==> src/rtl/smpl_capture_if.sv <==
// Sample-stream bundle between the ADC front end, the capture stage and the
// sparse-sample renderer. The capture stage is the slave; the bench or the
// upstream/downstream glue drives the master side.
interface smpl_capture_if #(
    parameter int DATA_W = 10
);
    logic              adc_valid;
    logic [DATA_W-1:0] adc;
    logic              smpl_req;
    logic [DATA_W-1:0] smpl;
    logic              ready;
    logic              trig_auto;

    modport master (
        output adc_valid, adc, smpl_req,
        input  smpl, ready, trig_auto
    );

    modport slave (
        input  adc_valid, adc, smpl_req,
        output smpl, ready, trig_auto
    );
endinterface

==> src/rtl/smpl_capture.sv <==
// Triggered acquisition stage: decimates the raw ADC stream into a ring
// buffer, freezes a DEPTH-sample window around a level crossing (or an
// auto-trigger timeout) with PRE samples ahead of the trigger, then streams
// the window to the renderer one sample per request and re-arms.
module smpl_capture #(
    parameter int DEPTH   = 256,
    parameter int PRE     = 32,
    parameter int TIMEOUT = 4096,
    parameter int DATA_W  = 10
) (
    input  logic              clkSmpl,
    input  logic              n_reset,
    input  logic              run,
    input  logic [15:0]       div,
    input  logic [DATA_W-1:0] level,
    input  logic              edge_sel,  // 0 = rising, 1 = falling
    input  logic              auto_en,
    smpl_capture_if.slave     bus
);
    localparam int AW = $clog2(DEPTH);
    localparam int HW = $clog2(TIMEOUT + 1);

    localparam logic [2:0] S_IDLE  = 3'd0;
    localparam logic [2:0] S_PRE   = 3'd1;
    localparam logic [2:0] S_HUNT  = 3'd2;
    localparam logic [2:0] S_POST  = 3'd3;
    localparam logic [2:0] S_READY = 3'd4;

    localparam logic [AW-1:0] PRE_LAST  = AW'(PRE - 1);
    localparam logic [AW-1:0] POST_LAST = AW'(DEPTH - PRE - 2);
    localparam logic [AW-1:0] RD_LAST   = AW'(DEPTH - 1);
    localparam logic [AW-1:0] PRE_OFS   = AW'(PRE);
    localparam logic [HW-1:0] HMAX      = HW'(TIMEOUT);

    logic [2:0]        state;
    logic [15:0]       dcnt;
    logic [AW-1:0]     wp;
    logic [AW-1:0]     rp;
    logic [AW-1:0]     tp;
    logic [AW-1:0]     cnt;     // keep counter shared by Pre and Post
    logic [AW-1:0]     rcnt;
    logic [HW-1:0]     hcnt;
    logic [DATA_W-1:0] prev;
    logic              trig_auto_q;
    logic [DATA_W-1:0] smpl_p1;
    logic [DATA_W-1:0] mem [DEPTH];

    logic              acq;
    logic              keep;
    logic              rd;
    logic              crossing;
    logic              timeout_hit;
    logic [HW-1:0]     hcnt_inc;

    assign acq      = (state == S_PRE) || (state == S_HUNT) || (state == S_POST);
    assign keep     = n_reset && run && acq && bus.adc_valid && (dcnt == div);
    assign rd       = run && (state == S_READY) && bus.smpl_req;
    assign crossing = edge_sel ? ((prev > level) && (bus.adc <= level))
                               : ((prev < level) && (bus.adc >= level));
    // hcnt saturates, so reaching HMAX is the same as "at least TIMEOUT keeps"
    assign hcnt_inc    = (hcnt == HMAX) ? HMAX : hcnt + HW'(1);
    assign timeout_hit = auto_en && (hcnt_inc == HMAX);

    assign bus.smpl      = smpl_p1;
    assign bus.ready     = (state == S_READY);
    assign bus.trig_auto = trig_auto_q;

    // Decimator: count valid samples, wrap at div; held clear outside acquisition
    always_ff @(posedge clkSmpl) begin
        if (!n_reset || !run || !acq) begin
            dcnt <= '0;
        end else if (bus.adc_valid) begin
            dcnt <= (dcnt == div) ? 16'd0 : dcnt + 16'd1;
        end
    end

    // Ring buffer write of every kept sample (contents need no reset)
    always_ff @(posedge clkSmpl) begin
        if (keep) begin
            mem[wp] <= bus.adc;
        end
    end

    // Acquisition / streaming state machine with its pointers and counters
    always_ff @(posedge clkSmpl) begin
        if (!n_reset) begin
            state       <= S_IDLE;
            wp          <= '0;
            rp          <= '0;
            tp          <= '0;
            cnt         <= '0;
            rcnt        <= '0;
            hcnt        <= '0;
            prev        <= '0;
            trig_auto_q <= 1'b0;
        end else if (!run) begin
            // abort: partial frame is dropped, wp keeps its place in the ring
            state <= S_IDLE;
            rp    <= '0;
            tp    <= '0;
            cnt   <= '0;
            rcnt  <= '0;
            hcnt  <= '0;
        end else begin
            if (keep) begin
                wp   <= wp + AW'(1);
                prev <= bus.adc;
            end
            case (state)
                S_IDLE: state <= S_PRE;
                S_PRE: begin
                    if (keep) begin
                        if (cnt == PRE_LAST) begin
                            state <= S_HUNT;
                            cnt   <= '0;
                        end else begin
                            cnt <= cnt + AW'(1);
                        end
                    end
                end
                S_HUNT: begin
                    if (keep) begin
                        hcnt <= hcnt_inc;
                        // a real crossing wins over a simultaneous timeout
                        if (crossing || timeout_hit) begin
                            tp          <= wp;
                            trig_auto_q <= !crossing;
                            state       <= S_POST;
                        end
                    end
                end
                S_POST: begin
                    if (keep) begin
                        if (cnt == POST_LAST) begin
                            state <= S_READY;
                            rp    <= tp - PRE_OFS;
                            rcnt  <= '0;
                            cnt   <= '0;
                        end else begin
                            cnt <= cnt + AW'(1);
                        end
                    end
                end
                S_READY: begin
                    if (bus.smpl_req) begin
                        if (rcnt == RD_LAST) begin
                            state <= S_PRE;
                            rp    <= '0;
                            tp    <= '0;
                            rcnt  <= '0;
                            hcnt  <= '0;
                            cnt   <= '0;
                        end else begin
                            rp   <= rp + AW'(1);
                            rcnt <= rcnt + AW'(1);
                        end
                    end
                end
                default: state <= S_IDLE;
            endcase
        end
    end

    // Output register: one buffer read per accepted request, otherwise hold
    always_ff @(posedge clkSmpl) begin
        if (!n_reset) begin
            smpl_p1 <= '0;
        end else if (rd) begin
            smpl_p1 <= mem[rp];
        end
    end
endmodule

==> src/flat_wrapper.sv <==
// flat-port wrapper written by rule: the top's interface ports become plain ports
module smpl_capture_flat 
#(
    parameter int DEPTH   = 256,
    parameter int PRE     = 32,
    parameter int TIMEOUT = 4096,
    parameter int DATA_W  = 10
)
  (clkSmpl, n_reset, run, div, level, edge_sel, auto_en, bus_adc_valid, bus_adc, bus_smpl_req, bus_smpl, bus_ready, bus_trig_auto);
  smpl_capture_if #(.DATA_W(DATA_W)) bus_i ();
  input  logic clkSmpl;
  input  logic n_reset;
  input  logic run;
  input  logic [15:0] div;
  input  logic [DATA_W-1:0] level;
  input  logic edge_sel;
  input  logic auto_en;
  input wire logic [$bits(bus_i.adc_valid)-1:0] bus_adc_valid;
  input wire logic [$bits(bus_i.adc)-1:0] bus_adc;
  input wire logic [$bits(bus_i.smpl_req)-1:0] bus_smpl_req;
  output wire logic [$bits(bus_i.smpl)-1:0] bus_smpl;
  output wire logic [$bits(bus_i.ready)-1:0] bus_ready;
  output wire logic [$bits(bus_i.trig_auto)-1:0] bus_trig_auto;
  assign bus_i.adc_valid = bus_adc_valid;
  assign bus_i.adc = bus_adc;
  assign bus_i.smpl_req = bus_smpl_req;
  assign bus_smpl = bus_i.smpl;
  assign bus_ready = bus_i.ready;
  assign bus_trig_auto = bus_i.trig_auto;
  smpl_capture #(.DEPTH(DEPTH), .PRE(PRE), .TIMEOUT(TIMEOUT), .DATA_W(DATA_W)) u_core (.clkSmpl(clkSmpl), .n_reset(n_reset), .run(run), .div(div), .level(level), .edge_sel(edge_sel), .auto_en(auto_en), .bus(bus_i));
endmodule
==> config.mk <==
export PLATFORM = sky130hd
export DESIGN_NAME = smpl_capture_flat
export DESIGN_NICKNAME = d
export VERILOG_FILES = /design/src/rtl/smpl_capture_if.sv /design/src/rtl/smpl_capture.sv /design/src/flat_wrapper.sv
export SDC_FILE = /design/constraint.sdc
export NUM_CORES = 2
export LEC_CHECK = 0
export BUFFER_PORTS_ARGS = -buffer_cell sky130_fd_sc_hd__buf_4
export CORE_MARGIN = 5
export CORE_UTILIZATION = 45
export DETAILED_ROUTE_END_ITERATION = 8
export PLACE_DENSITY_LB_ADDON = 0.1
export SLEW_MARGIN = 20
export SYNTH_ARGS = -nofsm -noshare
export SYNTH_HDL_FRONTEND = slang
export SYNTH_SLANG_ARGS = --single-unit
==> constraint.sdc <==
create_clock -name clkSmpl -period 3.3 [get_ports clkSmpl]
set_clock_uncertainty 0.05 [all_clocks]
set_input_delay 0.33 -clock clkSmpl [delete_from_list [all_inputs] [get_ports clkSmpl]]
set_output_delay 0.33 -clock clkSmpl [all_outputs]
set_load 0.02 [all_outputs]
==> run metrics <==
sequential share of the synthesized area 0.762; CTS tree done; largest net degree at the start of global routing around 170; simple-gate share of the synthesized area 0.0353; Hold Crit Class input pin to flop; Distinct cells, synth 78; first-pass GRT wire length between 400 and 500 mm; io pins 55; reg-to-reg endpoint u_core.mem[131][9]$_DFFE_PP_; Die X 489 µm; fin crit period about 3300 ps; kind of critical path flop to flop; leakage power 37.8 nW; CTS H-tree depth 5; VDD IR max between 0.4 and 0.5 mV; status finished, final reports clean; Placed Instance Area 112000 µm²; synthesized area 103000 µm²; vias per cell just under 6; Cell Rows between 150 and 200; layout cells sized above 1 0.291; R2R setup slack roughly 43 ps; proportion of synthesized area in mux cells 0.146; Final #Nets 5911; worst slew pin tran roughly 1000 ps; Synth Area in Compound Gates 0.0354; PortBufs between 50 and 60; Die Area between 200000 and 250000 µm²; Clk Tree Root Cell clkbuf_16; XOR/XNOR Fraction of Synth Area 0.00415; GR Overflow Total 0; Adder-Cell Fraction of Synth Area 0.00387; Tot Pwr 0.0686 W; Cell Chain, Critical Path xor2_1 > or4_4 > nor4_2 > nand4_2 > buf_12 > nor3_4 > buf_4 > nand2_1 > buf_12 > nor2_1 > buf_4; clock sinks 2653; starting density of the core 0.451; Clock Latency Late Sink slightly above 900 ps; Hold Startpoint bus_adc[9]; final WL about 280 mm; Synth area leader edfxtp_1; CP required slightly below 4000 ps; initial DRC count ~5600; largest family of logic cells by synthesized area multiplexers; clock slew at reported path FFs around 60 ps; Fillers 17900; Post-synth ARST share 0; TritonCTS Buffers ~300; area delta synth->final 17.4%; Post-synth top flop edfxtp_1; worst-path maximum fanout 16; Placed Instances 8544; worst-case clock buffer depth 4; CP Capture Type flop; slowest stage delay, CP 570 ps; Yosys top cell area share 0.744; WP buf/inv 4; Die H approximately 490 µm; initial antenna violation count 10; pwr dens 565 nW/µm²; Final Setup Violations 0; number of global-route vias before repair about 54000; final non-filler cell total a little over 9000; critical path's slowest cell or4_4; DRT Pass-1 Iters 7; core area around 230000 µm²; Synth Instances around 5000; Antenna Violating Nets Remaining 0; f_max around 310 MHz; Register-to-Register Path Depth 11; Post-Syn Area per Cell slightly above 20 µm²; Data arrival, critical path 3810 ps; post-DP HPWL approximately 180 mm; YS warnings 0; GRT Total Usage 0.234; Remaining DRCs 0; Net Count, Synth around 5200; hold path depth 4; delay-heaviest family, CP simple AND/OR/NAND/NOR gates; Placer Congestion between 0.8 and 0.9; vias about 54000; fin crit share 0.987; worst slew slack as a fraction of its limit 0.344; FF-to-FF Start u_core.dcnt[9]$_SDFFE_PP0P_; Finished Cell Area between 100000 and 150000 µm²; WL/cell about 31 µm; RSZ-0062 raised after global routing no; Max-Cap Viols 0; CP Launch Type flop; Min-Delay Endpoint u_core.prev[9]$_SDFFE_PN0P_; Slew Limit Fails 0; FF+latch count, synth roughly 2700; Post-synth EDFFs between 2000 and 3000; Synth area leaders edfxtp_1 (74%), mux4_2 (13%), dfxtp_1 (1.8%); Fin. Hold Viols 0
==> report_power, final <==
group          leakage [nW]  internal, W  switching (W)
Clock                  4.36       0.0179         0.0128
Combinational          9.68     0.000152       0.000766
Sequential             23.8       0.0369      0.0000102
==> how the worst max path moves through the flow <==
stage,from,to,slack (ps),cells past startpoint
floorplan,u_core.dcnt[9]$_SDFFE_PP0P_,u_core.mem[240][0]$_DFFE_PP_,180,8
global placement,u_core.rp[0]$_SDFFE_PN0P_,u_core.bus.smpl[8]$_SDFFE_PN0P_,-330,10
detailed placement,u_core.rp[0]$_SDFFE_PN0P_,u_core.bus.smpl[8]$_SDFFE_PN0P_,-330,10
CTS,u_core.dcnt[9]$_SDFFE_PP0P_,u_core.mem[199][5]$_DFFE_PP_,20,11
global route,u_core.dcnt[9]$_SDFFE_PP0P_,u_core.mem[158][2]$_DFFE_PP_,1,11
finish,u_core.dcnt[9]$_SDFFE_PP0P_,u_core.mem[131][9]$_DFFE_PP_,40,11
==> synth_stat cells (10+ instances only) <==
master	count
and3_1	24
o211ai_1	28
nand3b_1	11
dfxtp_1	93
clkbuf_1	168
o221ai_1	21
and2_1	24
a21boi_0	14
a21oi_1	49
a22oi_1	119
mux2_2	61
xor2_1	20
nand2_1	155
nor3_1	32
nand4_1	31
a211o_1	10
a2111o_1	10
o22ai_1	77
buf_2	86
xnor2_1	29
inv_1	44
ha_1	32
o21ai_0	36
a211oi_1	53
o2111ai_1	11
buf_1	33
nor2b_1	27
nor2_1	331
nand3_1	88
edfxtp_1	2560
mux4_2	581
a221oi_1	30
mux2i_1	130
==> layer usage <==
layer | routed length [µm] | GRT usage | up-vias
met4 | 7510 | 0.0670 | 6
li1 | - | - | 22700
met3 | 19700 | 0.0442 | 379
met2 | 133000 | 0.363 | 1984
met5 | 38 | 0 | -
met1 | 122000 | 0.343 | 28500
==> worst min-delay path, cell delays in order <==
cell and delay [ps]:
buf_8 110, buf_4 330, nand2_1 130, a21boi_0 70
==> timing repair <==
item / CTS / global route
hold buffers: 13 / 0
setup endpoints to repair: 48 / 794
pin swaps: 0 / 1
resized for setup: 4 / 29
cloned: 0 / 4
setup buffers: 0 / 3
endpoints found under the hold margin: 242 / 0
==> sequential cells by signal (all words and copies together) (netlist names), 10 cells and up <==
| register | flops |
|---|---|
| u_core.bus.smpl | 10 |
| u_core.hcnt | 13 |
| u_core.prev | 10 |
| u_core.mem | 2560 |
| u_core.dcnt | 16 |
==> layout make-up <==
class                   instances  area (µm²)  share of cell area
diodes                          7        17.5            0.000144
clock buffers                 383        7960              0.0655
clock inverters               130         943             0.00777
inverters                      46         175             0.00144
multi-input cells            2144       23400               0.193
flip-flops and latches       2653       78700               0.649
well taps                    3026        3790              0.0312
repair buffers                695        6370              0.0525
==> metrics by stage <==
step | TNS, ps | hold slack (ps) | utilization | setup WS, ps
2_1_floorplan | 0 | 379 | - | 178
3_3_place_gp | -21260 | 404 | 0.489 | -329
3_5_place_dp | -5850 | 406 | 0.489 | -326
4_1_cts | 0 | 23.2 | 0.528 | 16.7
5_1_grt | 0 | 90.2 | 0.529 | 1.36
6_report | 0 | 86.4 | 0.530 | 42.6
==> logic make-up after synthesis <==
logic type,after synthesis
flops,2653
simple gates,786
mux,772
compound gates,505
buf+inv,342
xor+xnor,49
fa+ha+maj,32
==> layout by cell type, fill, tap and decap left out, types with 30 or more instances in the layout <==
master	n
edfxtp_1	2560
buf_4	587
mux4_2	581
nor2_1	324
clkbuf_16	308
nand2_1	146
mux2i_1	130
a22oi_1	118
dfxtp_1	88
nand3_1	87
o22ai_1	77
clkbuf_1	75
buf_12	73
mux2_2	61
clkinv_1	60
a211oi_1	53
a21oi_1	49
clkinv_2	46
inv_1	44
o21ai_0	36
nor3_1	32
ha_1	32
nand4_1	31
a221oi_1	30
Power figures use the tool's default switching activity.
